**config.mk**
```make
export PLATFORM = sky130hd
export DESIGN_NAME = fht_but_wb_flat
export DESIGN_NICKNAME = d
export VERILOG_FILES = /design/src/rtl/fht_but_wb_if.sv /design/src/rtl/fht_but_wb.sv /design/src/flat_wrapper.sv
export SDC_FILE = /design/constraint.sdc
export NUM_CORES = 1
export LEC_CHECK = 0
export BUFFER_PORTS_ARGS = -buffer_cell sky130_fd_sc_hd__buf_2
export CORE_MARGIN = 2
export CORE_UTILIZATION = 30
export DETAILED_ROUTE_END_ITERATION = 12
export GPL_ROUTABILITY_DRIVEN = 0
export GPL_TIMING_DRIVEN = 0
export PLACE_DENSITY = 0.42
export SLEW_MARGIN = 15
export SYNTH_ARGS = -nofsm -noshare
export SYNTH_HDL_FRONTEND = slang
export SYNTH_SLANG_ARGS = --single-unit
```
**constraint.sdc**
```tcl
create_clock -name iCLK -period 11.7 [get_ports iCLK]
set_input_delay 0.585 -clock iCLK [delete_from_list [all_inputs] [get_ports iCLK]]
set_output_delay 0.585 -clock iCLK [all_outputs]
set_load 0.005 [all_outputs]
```
**src/rtl/fht_but_wb_if.sv**
```systemverilog
// Result-pair input, RAM write port and stage handshake of the FHT butterfly write-back unit.
interface fht_but_wb_if #(
  parameter int D_BIT = 18,
  parameter int A_BIT = 10
);
  logic             iVALID;
  logic [D_BIT-1:0] iY_0;
  logic [D_BIT-1:0] iY_1;
  logic [A_BIT-1:0] iADDR_0;
  logic [A_BIT-1:0] iADDR_1;
  logic             oREADY;
  logic             iWR_WAIT;
  logic             oWR_EN;
  logic [A_BIT-1:0] oWR_ADDR;
  logic [D_BIT-1:0] oWR_DATA;
  logic             iSTAGE_END;
  logic             oDONE;
  logic             oERR;

  modport slave (
    input  iVALID, iY_0, iY_1, iADDR_0, iADDR_1, iWR_WAIT, iSTAGE_END,
    output oREADY, oWR_EN, oWR_ADDR, oWR_DATA, oDONE, oERR
  );

  modport master (
    output iVALID, iY_0, iY_1, iADDR_0, iADDR_1, iWR_WAIT, iSTAGE_END,
    input  oREADY, oWR_EN, oWR_ADDR, oWR_DATA, oDONE, oERR
  );
endinterface

```
**src/rtl/fht_but_wb.sv**
```systemverilog
// FHT write-back: queues result pairs, writes Y0 then Y1 (first write one cycle after accept),
// oREADY low when the pair FIFO is full, iWR_WAIT holds the current write; oDONE ends a stage.
module fht_but_wb #(
  parameter int D_BIT = 18,
  parameter int A_BIT = 10,
  parameter int DEPTH = 4
) (
  input  logic        iCLK,
  input  logic        iRESET,
  fht_but_wb_if.slave bus
);
  localparam int PW = (DEPTH > 1) ? $clog2(DEPTH) : 1;
  localparam int CW = $clog2(DEPTH + 1);

  typedef struct packed {
    logic [D_BIT-1:0] y0;
    logic [D_BIT-1:0] y1;
    logic [A_BIT-1:0] a0;
    logic [A_BIT-1:0] a1;
  } pair_t;

  typedef enum logic [1:0] {IDLE, W0, W1} state_t;

  pair_t            mem [DEPTH];
  logic [PW-1:0]    rd_ptr;
  logic [PW-1:0]    wr_ptr;
  logic [CW-1:0]    count;
  logic [CW-1:0]    count_nx;
  state_t           state;
  state_t           state_nx;
  logic             wr_en_nx;
  logic [A_BIT-1:0] wr_addr_nx;
  logic [D_BIT-1:0] wr_data_nx;
  logic             push;
  logic             pop;
  logic             pend;
  logic             pend_nx;
  logic             done_nx;
  pair_t            in_pair;
  pair_t            head;
  pair_t            after;
  pair_t            src;

  assign bus.oREADY = (count < CW'(DEPTH));
  assign push       = bus.iVALID & bus.oREADY;
  assign in_pair    = '{y0: bus.iY_0, y1: bus.iY_1, a0: bus.iADDR_0, a1: bus.iADDR_1};
  assign head       = mem[rd_ptr];
  assign after      = mem[rd_ptr + PW'(1)];

  // Incoming pair bypasses the FIFO when it is the next to be written, so no bubble appears.
  always_comb begin
    state_nx   = state;
    wr_en_nx   = 1'b0;
    wr_addr_nx = '0;
    wr_data_nx = '0;
    pop        = 1'b0;
    src        = in_pair;
    case (state)
      IDLE: begin
        src = (count != '0) ? head : in_pair;
        if ((count != '0) || push) begin
          state_nx   = W0;
          wr_en_nx   = 1'b1;
          wr_addr_nx = src.a0;
          wr_data_nx = src.y0;
        end
      end
      W0: begin
        wr_en_nx = 1'b1;
        if (bus.iWR_WAIT) begin
          wr_addr_nx = head.a0;
          wr_data_nx = head.y0;
        end else begin
          state_nx   = W1;
          wr_addr_nx = head.a1;
          wr_data_nx = head.y1;
        end
      end
      W1: begin
        if (bus.iWR_WAIT) begin
          wr_en_nx   = 1'b1;
          wr_addr_nx = head.a1;
          wr_data_nx = head.y1;
        end else begin
          pop = 1'b1;
          src = (count > CW'(1)) ? after : in_pair;
          if ((count > CW'(1)) || push) begin
            state_nx   = W0;
            wr_en_nx   = 1'b1;
            wr_addr_nx = src.a0;
            wr_data_nx = src.y0;
          end else begin
            state_nx = IDLE;
          end
        end
      end
      default: state_nx = IDLE;
    endcase
  end

  always_comb begin
    count_nx = count + CW'(push) - CW'(pop);
    done_nx  = (pend | bus.iSTAGE_END) & (state_nx == IDLE) & (count_nx == '0);
    pend_nx  = done_nx ? 1'b0 : (pend | bus.iSTAGE_END);
  end

  always_ff @(posedge iCLK or posedge iRESET) begin
    if (iRESET) begin
      for (int i = 0; i < DEPTH; i++) mem[i] <= '0;
    end else if (push) begin
      mem[wr_ptr] <= in_pair;
    end
  end

  always_ff @(posedge iCLK or posedge iRESET) begin
    if (iRESET) begin
      state        <= IDLE;
      rd_ptr       <= '0;
      wr_ptr       <= '0;
      count        <= '0;
      pend         <= 1'b0;
      bus.oWR_EN   <= 1'b0;
      bus.oWR_ADDR <= '0;
      bus.oWR_DATA <= '0;
      bus.oDONE    <= 1'b0;
      bus.oERR     <= 1'b0;
    end else begin
      state        <= state_nx;
      count        <= count_nx;
      pend         <= pend_nx;
      bus.oWR_EN   <= wr_en_nx;
      bus.oWR_ADDR <= wr_addr_nx;
      bus.oWR_DATA <= wr_data_nx;
      bus.oDONE    <= done_nx;
      if (push) wr_ptr <= wr_ptr + PW'(1);
      if (pop)  rd_ptr <= rd_ptr + PW'(1);
      if (push && (bus.iADDR_0 == bus.iADDR_1)) bus.oERR <= 1'b1;
    end
  end
endmodule

```
**src/flat_wrapper.sv**
```systemverilog
// flat-port wrapper written by rule: the top's interface ports become plain ports
module fht_but_wb_flat 
#(
  parameter int D_BIT = 18,
  parameter int A_BIT = 10,
  parameter int DEPTH = 4
)
  (iCLK, iRESET, bus_iVALID, bus_iY_0, bus_iY_1, bus_iADDR_0, bus_iADDR_1, bus_iWR_WAIT, bus_iSTAGE_END, bus_oREADY, bus_oWR_EN, bus_oWR_ADDR, bus_oWR_DATA, bus_oDONE, bus_oERR);
  fht_but_wb_if #(.D_BIT(D_BIT), .A_BIT(A_BIT)) bus_i ();
  input  logic iCLK;
  input  logic iRESET;
  input wire logic [$bits(bus_i.iVALID)-1:0] bus_iVALID;
  input wire logic [$bits(bus_i.iY_0)-1:0] bus_iY_0;
  input wire logic [$bits(bus_i.iY_1)-1:0] bus_iY_1;
  input wire logic [$bits(bus_i.iADDR_0)-1:0] bus_iADDR_0;
  input wire logic [$bits(bus_i.iADDR_1)-1:0] bus_iADDR_1;
  input wire logic [$bits(bus_i.iWR_WAIT)-1:0] bus_iWR_WAIT;
  input wire logic [$bits(bus_i.iSTAGE_END)-1:0] bus_iSTAGE_END;
  output wire logic [$bits(bus_i.oREADY)-1:0] bus_oREADY;
  output wire logic [$bits(bus_i.oWR_EN)-1:0] bus_oWR_EN;
  output wire logic [$bits(bus_i.oWR_ADDR)-1:0] bus_oWR_ADDR;
  output wire logic [$bits(bus_i.oWR_DATA)-1:0] bus_oWR_DATA;
  output wire logic [$bits(bus_i.oDONE)-1:0] bus_oDONE;
  output wire logic [$bits(bus_i.oERR)-1:0] bus_oERR;
  assign bus_i.iVALID = bus_iVALID;
  assign bus_i.iY_0 = bus_iY_0;
  assign bus_i.iY_1 = bus_iY_1;
  assign bus_i.iADDR_0 = bus_iADDR_0;
  assign bus_i.iADDR_1 = bus_iADDR_1;
  assign bus_i.iWR_WAIT = bus_iWR_WAIT;
  assign bus_i.iSTAGE_END = bus_iSTAGE_END;
  assign bus_oREADY = bus_i.oREADY;
  assign bus_oWR_EN = bus_i.oWR_EN;
  assign bus_oWR_ADDR = bus_i.oWR_ADDR;
  assign bus_oWR_DATA = bus_i.oWR_DATA;
  assign bus_oDONE = bus_i.oDONE;
  assign bus_oERR = bus_i.oERR;
  fht_but_wb #(.D_BIT(D_BIT), .A_BIT(A_BIT), .DEPTH(DEPTH)) u_core (.iCLK(iCLK), .iRESET(iRESET), .bus(bus_i));
endmodule
```
# --- After elaboration in Yosys (flattened, before gate mapping) ---
# Index checks and enable logic that the tools add are counted.
totals:
  regBits: 265
  latch_bits: 0
  ramBits: 0
  rom_bits: 0
  inputBits: 61
  out_inout_bits: 32
  wordCells: 87
  memories: 0
classes:
  addsub: 4
  mul: 0
  div_mod_pow: 0
  magnitude_cmp: 6
  eq_ne: 3
  shift: 0
  mux: 33
  n_bitwise: 7
  n_reduce_logical: 8
op_table:
  columns: ["op", "n"]
  rows:
  - ["$mux W56", 7]
  - ["$bmux W56 S2", 2]
  - ["$bwmux W224", 1]
  - ["$demux W56 S2", 1]
  - ["$mux W18", 4]
  - ["$pmux W18 S3", 1]
  - ["$mux W10", 4]
  - ["$pmux W10 S3", 1]
  - ["$eq A10 B10 Y1", 1]
  - ["$ge A3 B3 Y1 const B", 3]
  - ["$not A2 Y3", 3]
  - ["$mux W1", 7]
  - ["$mux W2", 3]
  - ["$pmux W2 S3", 1]
  - ["$add A2 B1 Y2 const B", 2]
  - ["$logic_not A2 Y1", 2]
  - ["$add A3 B1 Y3", 1]
  - ["$and A1 B1 Y1", 3]
  - ["$gt A3 B1 Y1 const B", 1]
  - ["$logic_not A3 Y1", 1]
  - ["$lt A3 B1 Y1 const B", 1]
  - ["$lt A3 B3 Y1 const B", 1]
  - ["$pmux W1 S3", 1]
  - ["$reduce_bool A3 Y1", 1]
  - ["6 further kinds", 8]

# --- Logic depth before layout (Yosys ltp) ---
depth:
  ltp_word: 10
  mapped_depth: 9
  mapped_depth_nobuf: 9

# --- Least setup slack after synthesis ---
# Ideal clock, no wire load.
synth_path:
  path_type: "input port to flip-flop"
  start: "input bus_iWR_WAIT"
  end: "register u_core.pend"
  setup_ns: 0.121
  t_arrival_ns: 2.639
  required_time_ns: 11.579
  slack_ns: 8.939
  path_stages: 8
  path_buffers: 0
  cell_sequence: "nor2b_1 -> and2b_1 -> ha_1 -> inv_1 -> ha_1 -> fa_1 -> or4_1 -> o22a_1"
synth_via:
  elab_chain_cells: 6
  elab_cells_between_ends: 11
  classes_between: "1 x add/sub; 6 x mux; 2 x bitwise; 2 x reduce/logical"
synth_lines:
  columns: ["element", "line", "text"]
  rows:
  - ["start: declaration", "flat_wrapper.sv:17", "input wire logic [$bits(bus_i.iWR_WAIT)-1:0] bus_iWR_WAIT;"]
  - ["$mux W1", "fht_but_wb.sv:80", "if (bus.iWR_WAIT) begin"]
  - ["$mux W1", "fht_but_wb.sv:58", "case (state)"]
  - ["via u_core.pop", "fht_but_wb.sv:35", "logic pop;"]
  - ["$sub A3 B1 Y3", "fht_but_wb.sv:102", "count_nx = count + CW'(push) - CW'(pop);"]
  - ["via u_core.count_nx[1]", "fht_but_wb.sv:28", "logic [CW-1:0] count_nx;"]
  - ["$logic_not A3 Y1", "fht_but_wb.sv:103", "done_nx = (pend | bus.iSTAGE_END) & (state_nx == IDLE) & (count_nx == '0);"]
  - ["$and A1 B1 Y1", "fht_but_wb.sv:103", null]
  - ["$mux W1", "fht_but_wb.sv:104", "pend_nx = done_nx ? 1'b0 : (pend | bus.iSTAGE_END);"]
  - ["via u_core.pend_nx", "fht_but_wb.sv:37", "logic pend_nx;"]
  - ["end signal: assignment", "fht_but_wb.sv:130", "pend <= pend_nx;"]
  - ["end: declaration", "fht_but_wb.sv:36", "logic pend;"]
# The timed path passes the listed nets, and every way through them passes these cells.
# A chain may end at the register's enable or synchronous reset.

# --- Worst setup path in the final report ---
layout_path:
  start: "register u_core.state[1]"
  end: "register u_core.pend"
layout_via:
  elab_chain_cells: 6
  elab_cells_between_ends: 14
  classes_between: "1 x add/sub; 2 x eq/ne; 6 x mux; 2 x bitwise; 3 x reduce/logical"
layout_lines:
  columns: ["element", "line", "text"]
  rows:
  - ["start: declaration", "fht_but_wb.sv:29", "state_t state;"]
  - ["start signal: assignment", "fht_but_wb.sv:128", "state <= state_nx;"]
  - ["$eq A2 B2 Y1", "fht_but_wb.sv:58", null]
  - ["$mux W1", "fht_but_wb.sv:58", null]
  - ["via u_core.pop", "fht_but_wb.sv:35", null]
  - ["$sub A3 B1 Y3", "fht_but_wb.sv:102", null]
  - ["via u_core.count_nx[1]", "fht_but_wb.sv:28", null]
  - ["$logic_not A3 Y1", "fht_but_wb.sv:103", null]
  - ["$and A1 B1 Y1", "fht_but_wb.sv:103", null]
  - ["$mux W1", "fht_but_wb.sv:104", null]
  - ["via u_core.pend_nx", "fht_but_wb.sv:37", null]
# The timed path passes the listed nets, and every way through them passes these cells.

==> results.md <==
* Syn nets at between 900 and 1000
* Cell variety after synth at 43
* Final nets at ~1100
* Crit start category: flop
* VDD IR-drop max at between 0.00009 and 0.0001 V
* DR DRC count at 0
* Most frequent cell after synthesis: dfrtp_1
* Max incr delay on CP at between 0.5 and 0.6 ns
* Setup ws final at 8.51 ns
* Vias in the first global route at between 8000 and 9000
* Worst Tran Pin Value at between 1 and 1.5 ns
* Starting Density at 30.3%
* Non-Filler Instances at 1600
* Leak at 0.00655 uW
* Logic pwr share at 44.5%
* Critical Path RT at about 12 ns
* Clock Power Share at 21.4%
* Synth async-reset ratio at between 90% and 100%
* Total track usage at 18.2%
* Die W at roughly 210 um
* Switching power at 1670 uW
* Post-synth EDFFs at 0
* PortBufs at 92
* Initial antenna violation count at 2
* Final ANT Viol Nets at 0
* Max-cap viol count at 0
* CP max-delay cell: nor2b_1
* Wirelength, routed at 39500 um
* Total CTS buffers at 34
* Final min period at between 3 and 4 ns
* Skew-Pair Late Insertion Delay at 0.54 ns
* Syn Std Cell Area at about 13000 um^2
* Num Clock Sinks at between 200 and 300
* Critical path class: flop to flop
* Setup crit end kind: flop
* Critical Path, Cell by Cell: nor2b_1 > and2b_1 > ha_1 > inv_1 > ha_1 > fa_1 > or4_1 > o22a_1
* RSZ-0062 raised after global routing: no
* CTS Buffer Depth at 3
* Crit path top cell by count: ha_1
* Most used DFF post-synth: dfrtp_1
* Global-route wire length before repair at 58900 um
* Number of diodes at 0
* Clock skew at 0.0199 ns
* Core Footprint at around 43000 um^2
* DRT iter0 DRCs at ~490
* Syn avg cell area at between 15 and 20 um^2
* Drt first pass iters at 5
* Fraction of layout instances using a drive strength above 1 at 49.5%
* Dpl ws at 8.24 ns
* DP Wirelength at between 20000 and 30000 um
* Final Cell Area at about 15000 um^2
* GRT overflow at 0
* Post-CTS resize count at 0
* Htree depth at 2
* CTS tree: done
* Sequential group share of total power at roughly a third
* Synth top area share at roughly half
* Area after DPL at 14300 um^2
* Flop and latch count out of synthesis at roughly 270
* Internal at 3120 uW
* Via count at just over 8000
* Inst Count DP at approximately 1500
* Routed len/inst at about 25 um
* Clk root buf: clkbuf_16
* Final Hold Viols at 0
* Synthesis Warnings at 0
* CP max FO at 7
* Final Max Tran Viols at 0
* Largest net degree at the start of global routing at between 100 and 150
* Ports at 93
* Crit path DAT at roughly 3.6 ns
* Worst-path clk slew at around 0.05 ns
* Yosys top cell by area: dfrtp_1
* Die area at around 45000 um^2
* Synth area leaders: dfrtp_1, mux2_2, mux4_2
* Hold Crit Class: input port to flop
* Die Span Y at about 210 um
* Period utilization at a little over a quarter
* Max-slew headroom at approximately 32%
* # setup viols final at 0
* Net Sw Frac at 34.8%
* Vias per cell at 5.07
* Synth Instances at approximately 860
* Post-synth top cells: dfrtp_1, mux2_2, mux4_2, mux2i_1, buf_2
* Rows at 76
* Seq/Total Area, Yosys at approximately half
* Area grow syn2layout at 18.4%
* Power Dens Cells at just over 300 nW/um^2
* Status: finished, final reports clean
* Fmax at 0.314 GHz
## registers in the layout (all words and copies together), names as in the netlist
register,flops
u_core.state,2
u_core.count,3
u_core.rd_ptr,2
u_core.pend,1
u_core.bus.oDONE,1
u_core.bus.oWR_EN,1
u_core.bus.oERR,1
u_core.wr_ptr,2
u_core.bus.oWR_DATA,18
u_core.mem,224
u_core.bus.oWR_ADDR,10
## layer usage
metal  global-route usage (%)  part of all wire [%]  routed length (um)
met1                     25.5                    47               18600
met2                     29.1                    47               18500
met3                     3.23                   4.3                1700
met4                     4.71                   1.8                 708
met5                        0                 0.061                  24
## layout make-up
class / instances / area (um^2)
clock inverter: 8 / 42.5
sequential: 265 / 6630
buffer: 62 / 307
fill: 4193 / 27500
clock buffer: 50 / 1050
multi-input combinational: 526 / 6020
inverter: 8 / 37.5
tap: 585 / 732
timing repair buffer: 96 / 553
## worst max-delay path, delay by kind of cell (launching register included)
family / cells / cell delay, ns
flip-flops: 1 / 0.43
AO/OA/AOI/OAI: 1 / 0.17
buffers and inverters: 1 / 0.05
AND/OR/NAND/NOR: 3 / 1.53
adder cells (fa/ha/maj): 3 / 0.88
## through the flow
step                      hold WS [ns]  setup TNS (ns)  util (%)  total power [uW]
after CTS                        0.282               0      35.9              4860
after detailed placement         0.488               0      33.3              3800
after global routing             0.322               0      35.9              5100
after global placement           0.481           -4.82      33.1              3770
after floorplan                  0.460               0         -              3140
final                            0.310               0      35.9              4790
## power groups by stage
| stage | clock (uW) | sequential, uW | combinational [uW] |
|---|---|---|---|
| final | 1030 | 1630 | 2130 |
| after global routing | 1090 | 1690 | 2310 |
| after CTS | 1060 | 1630 | 2170 |
| after detailed placement | 0 | 1640 | 2160 |
| after global placement | 0 | 1640 | 2140 |
| after floorplan | 0 | 1570 | 1580 |
## worst paths after layout
check	depth (start not counted)	to	slack (ns)	startpoint
setup / recovery	8	u_core.pend$_DFF_PP0_	8.51	u_core.state[1]$_DFF_PP0_
hold / removal	2	u_core.pend$_DFF_PP0_	0.31	bus_iSTAGE_END
setup reg to reg	8	u_core.pend$_DFF_PP0_	8.51	u_core.state[1]$_DFF_PP0_
hold reg to reg	1	u_core.mem[59]$_DFFE_PP0P_	0.50	u_core.mem[59]$_DFFE_PP0P_
max in group asynchronous	5	u_core.bus.oWR_DATA[0]$_DFF_PP0_	10.17	iRESET
min in group asynchronous	3	u_core.bus.oWR_DATA[16]$_DFF_PP0_	0.52	iRESET
## cells by family after synthesis
kind of cell	synth area share, %
compound gates	4.34
buf+inv	2.59
mux	37.8
xor+xnor	0.944
fa+ha+maj	0.925
simple gates	2.40
flops	51.0
## cells in the final DEF (no fill, tap or decap), types with 2 or more instances in the layout
cell type,synthesis,final
ha_1,8,8
nand2_1,15,15
mux4_2,74,74
mux2i_1,66,66
o22a_1,2,2
clkbuf_16,0,37
clkinv_2,0,7
o22ai_1,6,6
nor3_2,3,3
dfrtp_1,265,265
nor3_1,8,8
a32o_1,5,5
nor2_1,15,15
buf_2,41,133
clkbuf_8,0,8
buf_6,2,2
buf_4,2,2
nand3_1,6,6
inv_1,8,7
clkbuf_1,14,19
a22oi_1,23,23
nand4_1,2,2
o221ai_1,23,23
nor2b_1,2,2
buf_16,0,3
o21ai_1,6,6
xnor2_1,13,13
a21oi_1,3,3
mux2_2,229,229
buf_1,3,3
## repair_timing
action / CTS / global route
endpoints found under the hold margin: 8 / 0
hold buffers: 1 / 0
setup buffers: 0 / 0
setup endpoints to repair: 0 / 0
Power figures use the tool's default switching activity.
